**src/rtl/histogram_update_ctrl_pkg.sv**
```systemverilog
// Shared types and constants for the histogram update controller.
package hist_pkg;

  localparam int DEF_DATA_WIDTH = 14;
  localparam int DEF_DATA_DEPTH = 256;

  typedef enum logic [1:0] {
    ACCUM = 2'd0,
    DRAIN = 2'd1,
    READ  = 2'd2,
    DONE  = 2'd3
  } hist_state_e;

  // Number of bits needed to represent value (clogb2(255) = 8).
  function automatic int clogb2(input int value);
    int v;
    int r;
    v = value;
    for (r = 0; v > 0; r++) v = v >> 1;
    return r;
  endfunction

endpackage

```
**src/rtl/histogram_update_ctrl_if.sv**
```systemverilog
// Pixel stream, accumulator RAM port and readout stream of the histogram
// controller. master = controller side, slave = pixel source / RAM / sink.
interface histogram_update_ctrl_if #(
  parameter int ADDRESS_WIDTH = hist_pkg::clogb2(hist_pkg::DEF_DATA_DEPTH - 1),
  parameter int DATA_WIDTH    = hist_pkg::DEF_DATA_WIDTH
);
  logic [ADDRESS_WIDTH-1:0] pix_data;
  logic                     pix_valid;
  logic                     pix_last;
  logic                     pix_ready;
  logic [ADDRESS_WIDTH-1:0] ram_raddr;
  logic                     ram_rvalid;
  logic                     ram_clear;
  logic [DATA_WIDTH-1:0]    ram_rdata;
  logic                     ram_dvalid;
  logic [ADDRESS_WIDTH-1:0] ram_waddr;
  logic [DATA_WIDTH-1:0]    ram_wdata;
  logic                     ram_wvalid;
  logic [ADDRESS_WIDTH-1:0] hist_bin;
  logic [DATA_WIDTH-1:0]    hist_count;
  logic                     hist_valid;
  logic                     hist_last;
  logic                     busy;

  modport master (
    input  pix_data, pix_valid, pix_last, ram_rdata, ram_dvalid,
    output pix_ready, ram_raddr, ram_rvalid, ram_clear, ram_waddr, ram_wdata,
           ram_wvalid, hist_bin, hist_count, hist_valid, hist_last, busy
  );

  modport slave (
    output pix_data, pix_valid, pix_last, ram_rdata, ram_dvalid,
    input  pix_ready, ram_raddr, ram_rvalid, ram_clear, ram_waddr, ram_wdata,
           ram_wvalid, hist_bin, hist_count, hist_valid, hist_last, busy
  );
endinterface

```
**src/rtl/histogram_update_ctrl_fwd.sv**
```systemverilog
// hist_fwd_unit: remembers the last RAM write and picks the increment base.
// A same-bin hit one cycle back is read-first stale in the RAM, so the
// previous write data is used instead. Macro HIST_SATURATE_EN selects
// saturating increment; otherwise the counter wraps modulo 2^DATA_WIDTH.
module hist_fwd_unit #(
  parameter int ADDRESS_WIDTH = 8,
  parameter int DATA_WIDTH    = 14
) (
  input  logic                     clk,
  input  logic                     arstn,
  input  logic                     wr_valid,
  input  logic [ADDRESS_WIDTH-1:0] addr,
  input  logic [DATA_WIDTH-1:0]    rd_data,
  output logic [DATA_WIDTH-1:0]    inc
);
  logic                     wv_q;
  logic [ADDRESS_WIDTH-1:0] wa_q;
  logic [DATA_WIDTH-1:0]    wd_q;
  logic                     hit;
  logic [DATA_WIDTH-1:0]    base;

  assign hit  = wv_q & (wa_q == addr);
  assign base = hit ? wd_q : rd_data;

`ifdef HIST_SATURATE_EN
  assign inc = (&base) ? base : base + DATA_WIDTH'(1);
`else
  assign inc = base + DATA_WIDTH'(1);
`endif

  // Last-write record used for the distance-1 hazard.
  always_ff @(posedge clk or negedge arstn) begin
    if (!arstn) begin
      wv_q <= 1'b0;
      wa_q <= '0;
      wd_q <= '0;
    end else begin
      wv_q <= wr_valid;
      if (wr_valid) begin
        wa_q <= addr;
        wd_q <= inc;
      end
    end
  end
endmodule

```
**src/rtl/histogram_update_ctrl.sv**
```systemverilog
// histogram_update_ctrl: pipelined read-modify-write bin increment into a
// 1-cycle-latency clear-on-read RAM, then a full-bin readout per frame.
// Optional macro HIST_SATURATE_EN (in hist_fwd_unit) saturates bin counts.
module histogram_update_ctrl
  import hist_pkg::*;
#(
  parameter int DATA_WIDTH = DEF_DATA_WIDTH,
  parameter int DATA_DEPTH = DEF_DATA_DEPTH
) (
  input  logic                   clk,
  input  logic                   arstn,
  histogram_update_ctrl_if.master bus
);
  localparam int ADDRESS_WIDTH = clogb2(DATA_DEPTH - 1);
  localparam logic [ADDRESS_WIDTH-1:0] LAST_BIN = ADDRESS_WIDTH'(DATA_DEPTH - 1);

  hist_state_e              state, state_nxt;
  logic                     ready_q;
  logic                     accept;
  logic                     s1_vld;
  logic [ADDRESS_WIDTH-1:0] s1_addr;
  logic                     wvalid;
  logic [DATA_WIDTH-1:0]    inc;
  logic [ADDRESS_WIDTH-1:0] rd_ptr;
  logic [ADDRESS_WIDTH-1:0] bin_q;
  logic                     rd_q;
  logic                     rvalid;
  logic                     clear;
  logic [ADDRESS_WIDTH-1:0] raddr;

  // ready_q is only ever set while in ACCUM, so it alone qualifies accept.
  assign accept = bus.pix_valid & ready_q;
  assign wvalid = bus.ram_dvalid & s1_vld;

  // Next state and RAM read port mux.
  always_comb begin
    state_nxt = state;
    rvalid    = 1'b0;
    clear     = 1'b0;
    raddr     = '0;
    case (state)
      ACCUM: begin
        rvalid = accept;
        raddr  = accept ? bus.pix_data : '0;
        if (accept && bus.pix_last) state_nxt = DRAIN;
      end
      DRAIN: if (!s1_vld) state_nxt = READ;
      READ: begin
        rvalid = 1'b1;
        clear  = 1'b1;
        raddr  = rd_ptr;
        if (rd_ptr == LAST_BIN) state_nxt = DONE;
      end
      DONE:    state_nxt = ACCUM;
      default: state_nxt = ACCUM;
    endcase
  end

  // State register; pix_ready is registered so it rises one cycle after reset.
  always_ff @(posedge clk or negedge arstn) begin
    if (!arstn) begin
      state   <= ACCUM;
      ready_q <= 1'b0;
    end else begin
      state   <= state_nxt;
      ready_q <= (state_nxt == ACCUM);
    end
  end

  // S1: address of the pixel whose read data returns this cycle.
  always_ff @(posedge clk or negedge arstn) begin
    if (!arstn) begin
      s1_vld  <= 1'b0;
      s1_addr <= '0;
    end else begin
      s1_vld <= accept;
      if (accept) s1_addr <= bus.pix_data;
    end
  end

  // Readout pointer and the bin tag that travels with the read latency.
  always_ff @(posedge clk or negedge arstn) begin
    if (!arstn) begin
      rd_ptr <= '0;
      bin_q  <= '0;
      rd_q   <= 1'b0;
    end else begin
      rd_q   <= (state == READ);
      rd_ptr <= (state == READ) ? rd_ptr + ADDRESS_WIDTH'(1) : '0;
      if (state == READ) bin_q <= rd_ptr;
    end
  end

  hist_fwd_unit #(
    .ADDRESS_WIDTH(ADDRESS_WIDTH),
    .DATA_WIDTH   (DATA_WIDTH)
  ) u_fwd (
    .clk     (clk),
    .arstn   (arstn),
    .wr_valid(wvalid),
    .addr    (s1_addr),
    .rd_data (bus.ram_rdata),
    .inc     (inc)
  );

  assign bus.pix_ready  = ready_q;
  assign bus.ram_rvalid = rvalid;
  assign bus.ram_clear  = clear;
  assign bus.ram_raddr  = raddr;
  assign bus.ram_wvalid = wvalid;
  assign bus.ram_waddr  = wvalid ? s1_addr : '0;
  assign bus.ram_wdata  = wvalid ? inc : '0;
  // rd_q gating makes the beat drop with reset and hides update-path read data.
  assign bus.hist_valid = rd_q & bus.ram_dvalid;
  assign bus.hist_count = bus.hist_valid ? bus.ram_rdata : '0;
  assign bus.hist_bin   = bin_q;
  assign bus.hist_last  = bus.hist_valid & (bin_q == LAST_BIN);
  assign bus.busy       = (state == DRAIN) || (state == READ);
endmodule

```
**src/flat_wrapper.sv**
```systemverilog
// flat-port wrapper written by rule: the top's interface ports become plain ports
module histogram_update_ctrl_flat import hist_pkg::*;
#(
  parameter int DATA_WIDTH = DEF_DATA_WIDTH,
  parameter int DATA_DEPTH = DEF_DATA_DEPTH
)
  (clk, arstn, bus_pix_data, bus_pix_valid, bus_pix_last, bus_ram_rdata, bus_ram_dvalid, bus_pix_ready, bus_ram_raddr, bus_ram_rvalid, bus_ram_clear, bus_ram_waddr, bus_ram_wdata, bus_ram_wvalid, bus_hist_bin, bus_hist_count, bus_hist_valid, bus_hist_last, bus_busy);
  histogram_update_ctrl_if #(.DATA_WIDTH(DATA_WIDTH)) bus_i ();
  input  logic clk;
  input  logic arstn;
  input wire logic [$bits(bus_i.pix_data)-1:0] bus_pix_data;
  input wire logic [$bits(bus_i.pix_valid)-1:0] bus_pix_valid;
  input wire logic [$bits(bus_i.pix_last)-1:0] bus_pix_last;
  input wire logic [$bits(bus_i.ram_rdata)-1:0] bus_ram_rdata;
  input wire logic [$bits(bus_i.ram_dvalid)-1:0] bus_ram_dvalid;
  output wire logic [$bits(bus_i.pix_ready)-1:0] bus_pix_ready;
  output wire logic [$bits(bus_i.ram_raddr)-1:0] bus_ram_raddr;
  output wire logic [$bits(bus_i.ram_rvalid)-1:0] bus_ram_rvalid;
  output wire logic [$bits(bus_i.ram_clear)-1:0] bus_ram_clear;
  output wire logic [$bits(bus_i.ram_waddr)-1:0] bus_ram_waddr;
  output wire logic [$bits(bus_i.ram_wdata)-1:0] bus_ram_wdata;
  output wire logic [$bits(bus_i.ram_wvalid)-1:0] bus_ram_wvalid;
  output wire logic [$bits(bus_i.hist_bin)-1:0] bus_hist_bin;
  output wire logic [$bits(bus_i.hist_count)-1:0] bus_hist_count;
  output wire logic [$bits(bus_i.hist_valid)-1:0] bus_hist_valid;
  output wire logic [$bits(bus_i.hist_last)-1:0] bus_hist_last;
  output wire logic [$bits(bus_i.busy)-1:0] bus_busy;
  assign bus_i.pix_data = bus_pix_data;
  assign bus_i.pix_valid = bus_pix_valid;
  assign bus_i.pix_last = bus_pix_last;
  assign bus_i.ram_rdata = bus_ram_rdata;
  assign bus_i.ram_dvalid = bus_ram_dvalid;
  assign bus_pix_ready = bus_i.pix_ready;
  assign bus_ram_raddr = bus_i.ram_raddr;
  assign bus_ram_rvalid = bus_i.ram_rvalid;
  assign bus_ram_clear = bus_i.ram_clear;
  assign bus_ram_waddr = bus_i.ram_waddr;
  assign bus_ram_wdata = bus_i.ram_wdata;
  assign bus_ram_wvalid = bus_i.ram_wvalid;
  assign bus_hist_bin = bus_i.hist_bin;
  assign bus_hist_count = bus_i.hist_count;
  assign bus_hist_valid = bus_i.hist_valid;
  assign bus_hist_last = bus_i.hist_last;
  assign bus_busy = bus_i.busy;
  histogram_update_ctrl #(.DATA_WIDTH(DATA_WIDTH), .DATA_DEPTH(DATA_DEPTH)) u_core (.clk(clk), .arstn(arstn), .bus(bus_i));
endmodule
```
**config.mk**
```make
export PLATFORM = sky130hd
export DESIGN_NAME = histogram_update_ctrl_flat
export DESIGN_NICKNAME = d
export VERILOG_FILES = /design/src/rtl/histogram_update_ctrl_pkg.sv /design/src/rtl/histogram_update_ctrl_if.sv /design/src/rtl/histogram_update_ctrl_fwd.sv /design/src/rtl/histogram_update_ctrl.sv /design/src/flat_wrapper.sv
export SDC_FILE = /design/constraint.sdc
export NUM_CORES = 1
export LEC_CHECK = 0
export CELL_PAD_IN_SITES_DETAIL_PLACEMENT = 1
export CELL_PAD_IN_SITES_GLOBAL_PLACEMENT = 1
export CORE_UTILIZATION = 34
export CTS_CLUSTER_DIAMETER = 120
export CTS_CLUSTER_SIZE = 20
export DETAILED_ROUTE_END_ITERATION = 8
export PLACE_DENSITY_LB_ADDON = 0.1
export SYNTH_ARGS = -nofsm -noshare
export SYNTH_HDL_FRONTEND = slang
export SYNTH_SLANG_ARGS = --single-unit
```
**constraint.sdc**
```tcl
create_clock -name clk -period 4.1 [get_ports clk]
set_clock_uncertainty 0.15 [all_clocks]
set_input_delay 1.025 -clock clk [delete_from_list [all_inputs] [get_ports clk]]
set_output_delay 1.025 -clock clk [all_outputs]
set_load 0.01 [all_outputs]
```
==> run metrics, run 1 <==
run status finished clean; crit path DAT 2820 ps; Worst Path Required 2920 ps; Synth area leaders dfrtp_1, and3_1, mux2_2, xnor2_1, nand3_1; full die area ~10,000 sq um; FF+latch count, synth 52; Crit. End Element output pin; drt first pass iters 4; fraction of layout cells with a size suffix above 1 between 20% and 30%; largest net degree at the start of global routing 43; total power roughly 1.0 mW; actual slew at the worst max-slew pin between 900 and 1000 ps; Via density about 5.3; Leakage ~2.3 nW; vias in the first global route between 3k and 4k; Final Cell Area slightly below 5000 sq um; clk sinks 52; Layout Nets a little over 500; Horiz. Die Dim approximately 100 um; ANT nets after route 0; Seq/Total Area, Yosys 39.80%; Top FF cell, synth dfrtp_1; Total GRT Usage a little over a fifth; Final Hold Fails 0; P&R area growth vs syn 49.67%; crit path max fanout 4; Max-cap violations 0; Max Root-Sink Buffers 2; total power density per cell area approximately 210 nW/um^2; port bufs between 80 and 90; die span in y between 100 and 150 um; Root Driver clkbuf_8; Initial Utilization a little over a third; Avg Inst Size Synth 9.422 sq um; Core ar. slightly above 9000 sq um; HP Class reg2reg; final setup vio count 0; CTS tree yes; Yosys cell types 43; number of synthesized flops with an enable pin 0; Worst slew margin approximately a third; Critical Path Source Type input port; synth cell count leaders dfrtp_1, and3_1, nand3_1; total grt overflow 0; Ant. Diodes 0; Residual DRC 0; H-tree depth 2; num rows 35; final hold slack a little under 400 ps; Worst-Skew Late Latency a little over 300 ps; leading area contributor after synthesis dfrtp_1; Peak VDD IR between 0.1 and 0.15 mV; Area after DPL 4522 sq um; first-pass GRT wire length 17.05 mm; Synth Net Count 380; Pins Over Slew Limit 0; initial antenna violation count 0; drt first-iter violations approximately 100; hold buffer count at CTS 0; Cells after Synth between 300 and 400; RD Place Congestion approximately 0.81; type of the worst setup path in2out; Fmax achieved roughly 0.25 GHz; asr flop ratio synth 100.0%; most frequent cell after synthesis dfrtp_1; fin crit share between 90% and 100%; Cell Area, Synth around 3300 sq um; total vias in the final route 3,211; drt total wl between 10 and 15 mm; WL/cell about 17 um; Ports between 80 and 90; post-layout min period approximately 4000 ps; post-DP HPWL about 7.5 mm; CTS buffer count 5; Ys Warns 0; clock transition at the registers of the reported paths 90 ps; post-synth top area share 39.80%
[where the power goes]
part,internal [mW],switching [mW]
combinational,0.0714,0.0606
clock,0.185,0.185
sequential,0.513,0.0000705
total,0.769,0.245
[final cells by class]
type / count / area (sq um)
Sequential cell: 52 / 1301
Fill cell: 1079 / 4390
Timing Repair Buffer: 144 / 1272
Inverter: 7 / 26.28
Tap cell: 129 / 161.4
Clock buffer: 5 / 68.82
Multi-Input combinational cell: 268 / 2017
Clock inverter: 3 / 46.29
[state kept, by name, indices dropped and copies added, names as in the netlist]
register              count
u_core.rd_ptr             8
u_core.s1_addr            8
u_core.bus.hist_bin       8
u_core.rd_q               1
u_core.state              2
u_core.u_fwd.wd_q        14
u_core.u_fwd.wv_q         1
u_core.bus.pix_ready      1
u_core.s1_vld             1
u_core.u_fwd.wa_q         8
[stage by stage]
step                util, %  std cells  setup slack (ps)  TNS (ps)
global route          52.71        608            -22.63    -57.80
global placement      48.71        584            -302.0     -2444
CTS                   51.44        601            -235.9    -235.9
detailed placement    48.71        584            -343.6     -2692
finish                52.71        608             101.2         0
floorplan                 -        347             444.8         0
[cell usage in the layout (no fill, tap or decap), types with 3 or more instances in the layout]
| cell | n |
|---|---|
| nor2_1 | 8 |
| xnor2_1 | 9 |
| mux2_2 | 17 |
| a211o_1 | 3 |
| o21ai_0 | 12 |
| nand4_1 | 10 |
| dlygate4sd2_1 | 3 |
| clkbuf_2 | 5 |
| clkbuf_8 | 5 |
| buf_4 | 58 |
| xor2_1 | 13 |
| clkdlybuf4s50_1 | 71 |
| nand3_1 | 22 |
| a21oi_1 | 20 |
| or3_1 | 3 |
| xnor2_2 | 11 |
| a22o_1 | 8 |
| and3_1 | 36 |
| nand2_1 | 17 |
| dfrtp_1 | 52 |
| o22ai_1 | 3 |
| and2_1 | 10 |
| and4_1 | 6 |
| a2bb2oi_1 | 6 |
| ha_1 | 4 |
| nor3_1 | 6 |
| a21o_1 | 10 |
| inv_1 | 6 |
[critical path, stage by stage]
cell and delay [ps]:
clkdlybuf4s50_1 540, nand3_2 130, buf_4 170, nor3_2 200, xor2_1 270, nand2_1 90
a21oi_1 220, clkbuf_2 180
[per-layer routing]
layer,vias to the layer above,share of wire [%],GRT usage [%]
li1,1537,-,-
met1,1607,44,27.84
met2,63,52,38.67
met3,4,4.0,3.482
met4,0,0.50,3.344
met5,-,0,0
[timing repair]
item,4_1_cts,5_1_grt
hold endpoints to repair,0,0
cloned,0,0
buffers inserted,9,7
pin swaps,9,13
gates resized for setup,26,30
endpoints found under the setup margin,11,11
[final timing paths]
check | start | endpoint | slack, ps | cells past startpoint
min in group asynchronous | arstn | u_core.u_fwd.wd_q[0] | 720 | 1
max in group asynchronous | arstn | u_core.s1_addr[1] | 2320 | 2
worst max-delay path | bus_ram_rdata[3] | bus_ram_wdata[7] | 100 | 8
worst min-delay path | u_core.u_fwd.wa_q[6] | u_core.u_fwd.wa_q[6] | 390 | 1
worst min register to register | u_core.u_fwd.wa_q[6] | u_core.u_fwd.wa_q[6] | 390 | 1
worst max register to register | u_core.s1_addr[1] | u_core.u_fwd.wd_q[6] | 1380 | 11
[cells by family (layout without fill, tap and decap cells)]
logic type      Yosys count  after routing  share of synthesized area (%)
compound gates           75             75                          15.46
xor+xnor                 33             33                          8.840
fa+ha+maj                 6              6                          2.296
buf+inv                  27            159                          3.559
flops                    52             52                          39.80
mux                      20             20                          6.774
simple gates            134            134                          23.27
Note: power is estimated with default switching activity, not from simulation.
==> inputs of run 2 (changes only) <==
--- a/config.mk
+++ b/config.mk
@@ -7,11 +7,14 @@
 export LEC_CHECK = 0
 export CELL_PAD_IN_SITES_DETAIL_PLACEMENT = 1
 export CELL_PAD_IN_SITES_GLOBAL_PLACEMENT = 1
+export CORE_ASPECT_RATIO = 0.75
+export CORE_MARGIN = 2
 export CORE_UTILIZATION = 34
 export CTS_CLUSTER_DIAMETER = 120
 export CTS_CLUSTER_SIZE = 20
 export DETAILED_ROUTE_END_ITERATION = 8
 export PLACE_DENSITY_LB_ADDON = 0.1
+export SLEW_MARGIN = 20
 export SYNTH_ARGS = -nofsm -noshare
 export SYNTH_HDL_FRONTEND = slang
 export SYNTH_SLANG_ARGS = --single-unit
==> run 2 against run 1 <==
Compared with the run above:
- clock power increased by 31%
- sequential share of layout area is 0.53 points higher
- total power rose by 11%
- setup slack worse by 28 ps
- sequential power about the same
- critical endpoint is now bus_ram_wdata[2]
- worst hold slack got worse by 34 ps
- die area rose by 4.1%
==> run metrics, run 2 (same netlist as run 1, synthesis figures left out) <==
run status finished clean; Leakage 2.260 nW (-3.8%); Pins Over Slew Limit 0 (unchanged); actual slew at the worst max-slew pin 762.2 ps (-228.7 ps); Critical Path Source Type flop; drt total wl 10.93 mm (+3.8%); crit path max fanout 6 (+2); CTS buffer count 5 (unchanged); Ant. Diodes 0 (unchanged); final hold slack 353.4 ps (-34.08 ps); Initial Utilization 35.55% (+0.34 points); drt first pass iters 4 (unchanged); Core ar. 9196 sq um (-0.94%); max FFs per register 14 (unchanged); Peak VDD IR 0.1389 mV (+0.38%); Horiz. Die Dim 117.2 um (+17%); post-DP HPWL 8.197 mm (+8.7%); post-layout util 52.16% (-0.55 points); hold buffer count at CTS 0 (unchanged); Max Root-Sink Buffers 2 (unchanged); crit path DAT 2850 ps (+30 ps); total grt overflow 0 (unchanged); initial antenna violation count 0 (unchanged); P&R area growth vs syn 46.73%; Fmax achieved 0.2483 GHz (-0.70%); port bufs 85 (unchanged); RSZ-0062 raised after global routing true; clock transition at the registers of the reported paths 70 ps (-20 ps); Crit. End Element output pin; Via density 5.328 (+0.88%); Root Driver clkbuf_16; final setup vio count 0 (unchanged); Final Hold Fails 0 (unchanged); full die area 10,420 sq um (+4.1%); post-layout min period 4027 ps (+28.16 ps); Residual DRC 0 (unchanged); commonest non-fill, non-tap cell in the layout clkdlybuf4s50_1; total vias in the final route 3,170 (-1.3%); first-pass GRT wire length 17.13 mm (+0.45%); H-tree depth 2 (unchanged); fraction of layout cells with a size suffix above 1 22.48% (-2.2 points); CTS tree yes; Ports 86 (unchanged); fin crit share 98.22% (+0.69 points); ANT nets after route 0 (unchanged); largest net degree at the start of global routing 35 (-19%); drt first-iter violations 175 (+72%); total power density per cell area 233.8 nW/um^2 (+13%); num rows 30 (-14%); type of the worst setup path reg2out; Layout Nets 499 (-2.3%); Worst Path Required 2920 ps (about the same); Worst-Skew Late Latency 290 ps (-20 ps); Max-cap violations 0 (unchanged); Worst slew margin 49.19% (+15 points); clk sinks 52 (unchanged); vias in the first global route 3,230 (-2.7%); die span in y 88.93 um (-11%); RD Place Congestion 0.8213 (+1.8%); Total GRT Usage 21.63% (+0.075 points); most flop-heavy register u_core.u_fwd.wd_q; HP Class reg2reg; WL/cell 18.37 um (+6.0%); leading cell types in the layout, fill and taps excluded clkdlybuf4s50_1, dfrtp_1, buf_4
## run 2: cell count changes in the layout (fill, tap and decap cells not counted), sizes merged
cell and change:
clkdlybuf4s15 -1, dlygate4sd2 +4, dlymetal6s2s -1, buf -12, clkinvlp +1, clkdlybuf4s50 -2
inv -1
## run 2: timing repair
| action | CTS | global route |
|---|---|---|
| endpoints found under the setup margin | 12 | 8 |
| pin swaps | 2 | 8 |
| cloned | 0 | 0 |
| buffers inserted | 1 | 3 |
| gates resized for setup | 34 | 21 |
## run 2: report_power, final
group	switching [mW]	internal (mW)
sequential	0.0000916	0.512
combinational	0.0600	0.0656
clock	0.196	0.287
## run 2: stage by stage
stage | setup WS, ps | std cells | total power, mW | TNS [ps] | cell area (sq um)
floorplan | 444.8 | 347 | 0.5519 | 0 | 3269
global placement | -351.5 | 583 | 0.6385 | -2368 | 4508
detailed placement | -421.6 | 583 | 0.6395 | -2892 | 4508
CTS | 4.223 | 592 | 1.127 | 0 | 4766
global route | -29.69 | 595 | 1.159 | -31.87 | 4797
finish | 73.07 | 595 | 1.122 | 0 | 4797
## run 2: critical path, cell delays in order, from the launching register on
cell and delay (ps):
dfrtp_1 420, xnor2_2 240, nand4_1 210, nor3_4 340, mux2i_2 290, inv_2 100
ha_4 200, buf_4 160, a21o_1 150, a21oi_1 190, clkdlybuf4s15_1 270
## run 2: final cells by class
| type | instances | area, sq um |
|---|---|---|
| timing repair buffer | 132 | 1162 |
| clock inverter | 3 | 42.54 |
| fill | 1037 | 4399 |
| clock buffer | 5 | 125.1 |
| sequential | 52 | 1301 |
| tap | 128 | 160.2 |
| inverter | 7 | 26.28 |
| multi-input combinational | 268 | 1979 |
## run 2: routing by layer
layer | track usage, % | part of all wire [%] | up-vias | wire (um)
met5 | 0 | 0 | - | 0
met1 | 32.64 | 52 | 1606 | 5671
met3 | 3.932 | 3.3 | 4 | 363
met4 | 3.422 | 0.44 | 0 | 48
li1 | - | - | 1513 | -
met2 | 33.02 | 44 | 47 | 4846
## run 2: final timing paths
check,start,end,cells past startpoint,slack (ps)
setup / recovery,u_core.u_fwd.wa_q[0],bus_ram_wdata[2],10,70
hold / removal,u_core.u_fwd.wa_q[4],u_core.u_fwd.wa_q[4],1,350
setup reg to reg,u_core.u_fwd.wa_q[0],u_core.u_fwd.wd_q[6],11,1330
hold reg to reg,u_core.u_fwd.wa_q[4],u_core.u_fwd.wa_q[4],1,350
max in group asynchronous,arstn,u_core.s1_vld,2,2500
min in group asynchronous,arstn,u_core.u_fwd.wd_q[10],1,590
==> inputs of run 3 (changes only) <==
--- a/config.mk
+++ b/config.mk
@@ -5,16 +5,17 @@
 export SDC_FILE = /design/constraint.sdc
 export NUM_CORES = 1
 export LEC_CHECK = 0
+export CAP_MARGIN = 20
 export CELL_PAD_IN_SITES_DETAIL_PLACEMENT = 1
 export CELL_PAD_IN_SITES_GLOBAL_PLACEMENT = 1
-export CORE_ASPECT_RATIO = 0.75
+export CORE_ASPECT_RATIO = 1.2
 export CORE_MARGIN = 2
 export CORE_UTILIZATION = 34
 export CTS_CLUSTER_DIAMETER = 120
 export CTS_CLUSTER_SIZE = 20
 export DETAILED_ROUTE_END_ITERATION = 8
 export PLACE_DENSITY_LB_ADDON = 0.1
-export SLEW_MARGIN = 20
+export SLEW_MARGIN = 10
 export SYNTH_ARGS = -nofsm -noshare
 export SYNTH_HDL_FRONTEND = slang
 export SYNTH_SLANG_ARGS = --single-unit
==> run 3 against run 2 <==
Compared with the run above:
- first-iteration DRC count down 54%
- routed wire length is 2.9% lower
- non-clock buffer count is 20 higher
- design area up 3.2%
- worst hold slack lost 2.9 ps
- sequential share of layout area is 0.83 points lower
- combinational power rose by 5%
==> run metrics, run 3 (same netlist as run 1, synthesis figures left out) <==
P&R area growth vs syn 51.36%; leading cell types in the layout, fill and taps excluded clkdlybuf4s50_1, buf_4, dfrtp_1; Worst-Skew Late Latency 300 ps (about the same); drt first pass iters 4 (unchanged); Reg2Reg Setup Slack 1300 ps (-30 ps); post-DP HPWL 7.893 mm (-3.7%); peak per-stage delay on the critical path 500 ps (+80 ps); worst-path cell chain clkdlybuf4s50_1 > buf_4 > and4_4 > nand4_1 > xnor2_2 > buf_4 > o21ai_0 > a21oi_1 > clkdlybuf4s15_1; R2R Path Start u_core.u_fwd.wa_q[4]; stages on the worst setup path 9 (-1); RSZ-0062 raised after global routing false; Via density 5.313 (-0.27%); max FFs per register 14 (unchanged); Peak VDD IR 0.2265 mV (+63%); initial antenna violation count 0 (unchanged); port bufs 85 (unchanged); die span in y 111.4 um (+25%); vias in the first global route 3,517 (+8.9%); Final Hold Fails 0 (unchanged); Hold EP u_core.u_fwd.wa_q[2]; CTS buffer count 5 (unchanged); R2R cell count 14 (+3); H-tree depth 2 (unchanged); num rows 39 (+30%); drt first-iter violations 80 (-54%); full die area 10,420 sq um (about the same); CP max-delay cell clkdlybuf4s50_1; Top delay family on crit path buffers and inverters; min-delay src u_core.u_fwd.wa_q[2]; Residual DRC 0 (unchanged); most frequent CP cell buf_4; total power 1.095 mW (-2.4%); fraction of layout cells with a size suffix above 1 25.05% (+2.6 points); run status finished clean; ANT nets after route 0 (unchanged); drt total wl 10.61 mm (-2.9%); Leakage 2.392 nW (+5.9%); Critical Path Source Type input port; Pins Over Slew Limit 0 (unchanged); total vias in the final route 3,241 (+2.2%); total negative slack 0 ps (unchanged); actual slew at the worst max-slew pin 767.1 ps (+4.849 ps); HP Class reg2reg; post-layout util 52.54% (+0.38 points); crit path max fanout 4 (-2); most flop-heavy register u_core.u_fwd.wd_q; worst r2r dst u_core.u_fwd.wd_q[10]; largest net degree at the start of global routing 35 (unchanged); dpl cells 595 (+2.1%); post-route insts no fill 610 (+2.5%); WL/cell 17.40 um (-5.3%); Max-cap violations 0 (unchanged); Root Driver clkbuf_16; Ant. Diodes 0 (unchanged); first-pass GRT wire length 17.64 mm (+3.0%); total power density per cell area 221.3 nW/um^2 (-5.3%); Ports 86 (unchanged); Crit. End Element output pin; Horiz. Die Dim 93.52 um (-20%); Fmax achieved 0.2516 GHz (+1.3%); commonest non-fill, non-tap cell in the layout clkdlybuf4s50_1; Core ar. 9418 sq um (+2.4%); total grt overflow 0 (unchanged); fin crit share 96.96% (-1.3 points); RD Place Congestion 0.8066 (-1.8%); Buf/Inv on CP 4 (+1); Total GRT Usage 21.27% (-0.36 points); CTS tree yes; final hold slack 350.5 ps (-2.874 ps); Worst Path Required 2920 ps (about the same); post-layout min period 3975 ps (-51.63 ps); WHS Path Cells 1 (unchanged); Initial Utilization 34.72% (-0.84 points); clk sinks 52 (unchanged); Max Root-Sink Buffers 2 (unchanged); clock transition at the registers of the reported paths 80 ps (about the same); Worst slew margin 48.86% (-0.32 points); type of the worst setup path in2out; crit path DAT 2800 ps (-50 ps); final setup vio count 0 (unchanged); Layout Nets 519 (+4.0%)
run 3: cell types whose count changed in the layout (fill, tap and decap cells not counted), sizes merged:
cell and change:
clkinvlp -1, inv +3, clkinv -1, dlymetal6s2s +2
clkdlybuf4s50 +1, bufinv -1, buf +20, dlygate4sd2 -3
run 3: worst max-delay path by stage:
stage	from	endpoint	slack (ps)
2_1_floorplan	u_core.s1_addr[7]	bus_ram_wdata[12]	440
5_1_grt	bus_ram_rdata[0]	bus_ram_wdata[13]	9
3_3_place_gp	bus_ram_rdata[0]	bus_ram_wdata[12]	-250
4_1_cts	u_core.s1_addr[3]	bus_ram_wdata[8]	5
6_report	bus_ram_rdata[0]	bus_ram_wdata[13]	120
3_5_place_dp	bus_ram_rdata[0]	bus_ram_wdata[4]	-350
run 3: cell type report:
cell class / count / area, sq um
fill: 1106 / 4469
multi-input combinational: 268 / 1967
timing repair buffer: 152 / 1346
sequential: 52 / 1301
tap: 123 / 153.9
clock buffer: 5 / 125.1
clock inverter: 3 / 28.78
inverter: 7 / 26.28
run 3: what timing repair did:
action	in CTS	in global routing
endpoints found under the setup margin	10	10
buffers inserted	4	3
resized for setup	26	22
pin swaps	8	8
hold buffers	0	0
run 3: report_power, final:
| group | switching, mW | leakage, nW | internal [mW] |
|---|---|---|---|
| clock network | 0.215 | 0.0767 | 0.236 |
| logic | 0.0582 | 1.64 | 0.0739 |
| registers | 0.0000911 | 0.673 | 0.512 |
| total | 0.273 | 2.39 | 0.822 |
run 3: per-layer routing:
metal	part of all wire [%]	GRT usage, %	vias to the layer above
met5	0	0	-
met3	5.1	4.263	15
met1	41	24.73	1586
met4	1.7	5.980	0
met2	52	39.04	81
li1	-	-	1559
run 3: per-stage QoR:
stage          area, sq um  setup slack [ps]
4_1_cts               4887             4.773
5_1_grt               4949             8.587
6_report              4949             124.7
3_3_place_gp          4654            -250.6
3_5_place_dp          4654            -348.0
2_1_floorplan         3269             444.8
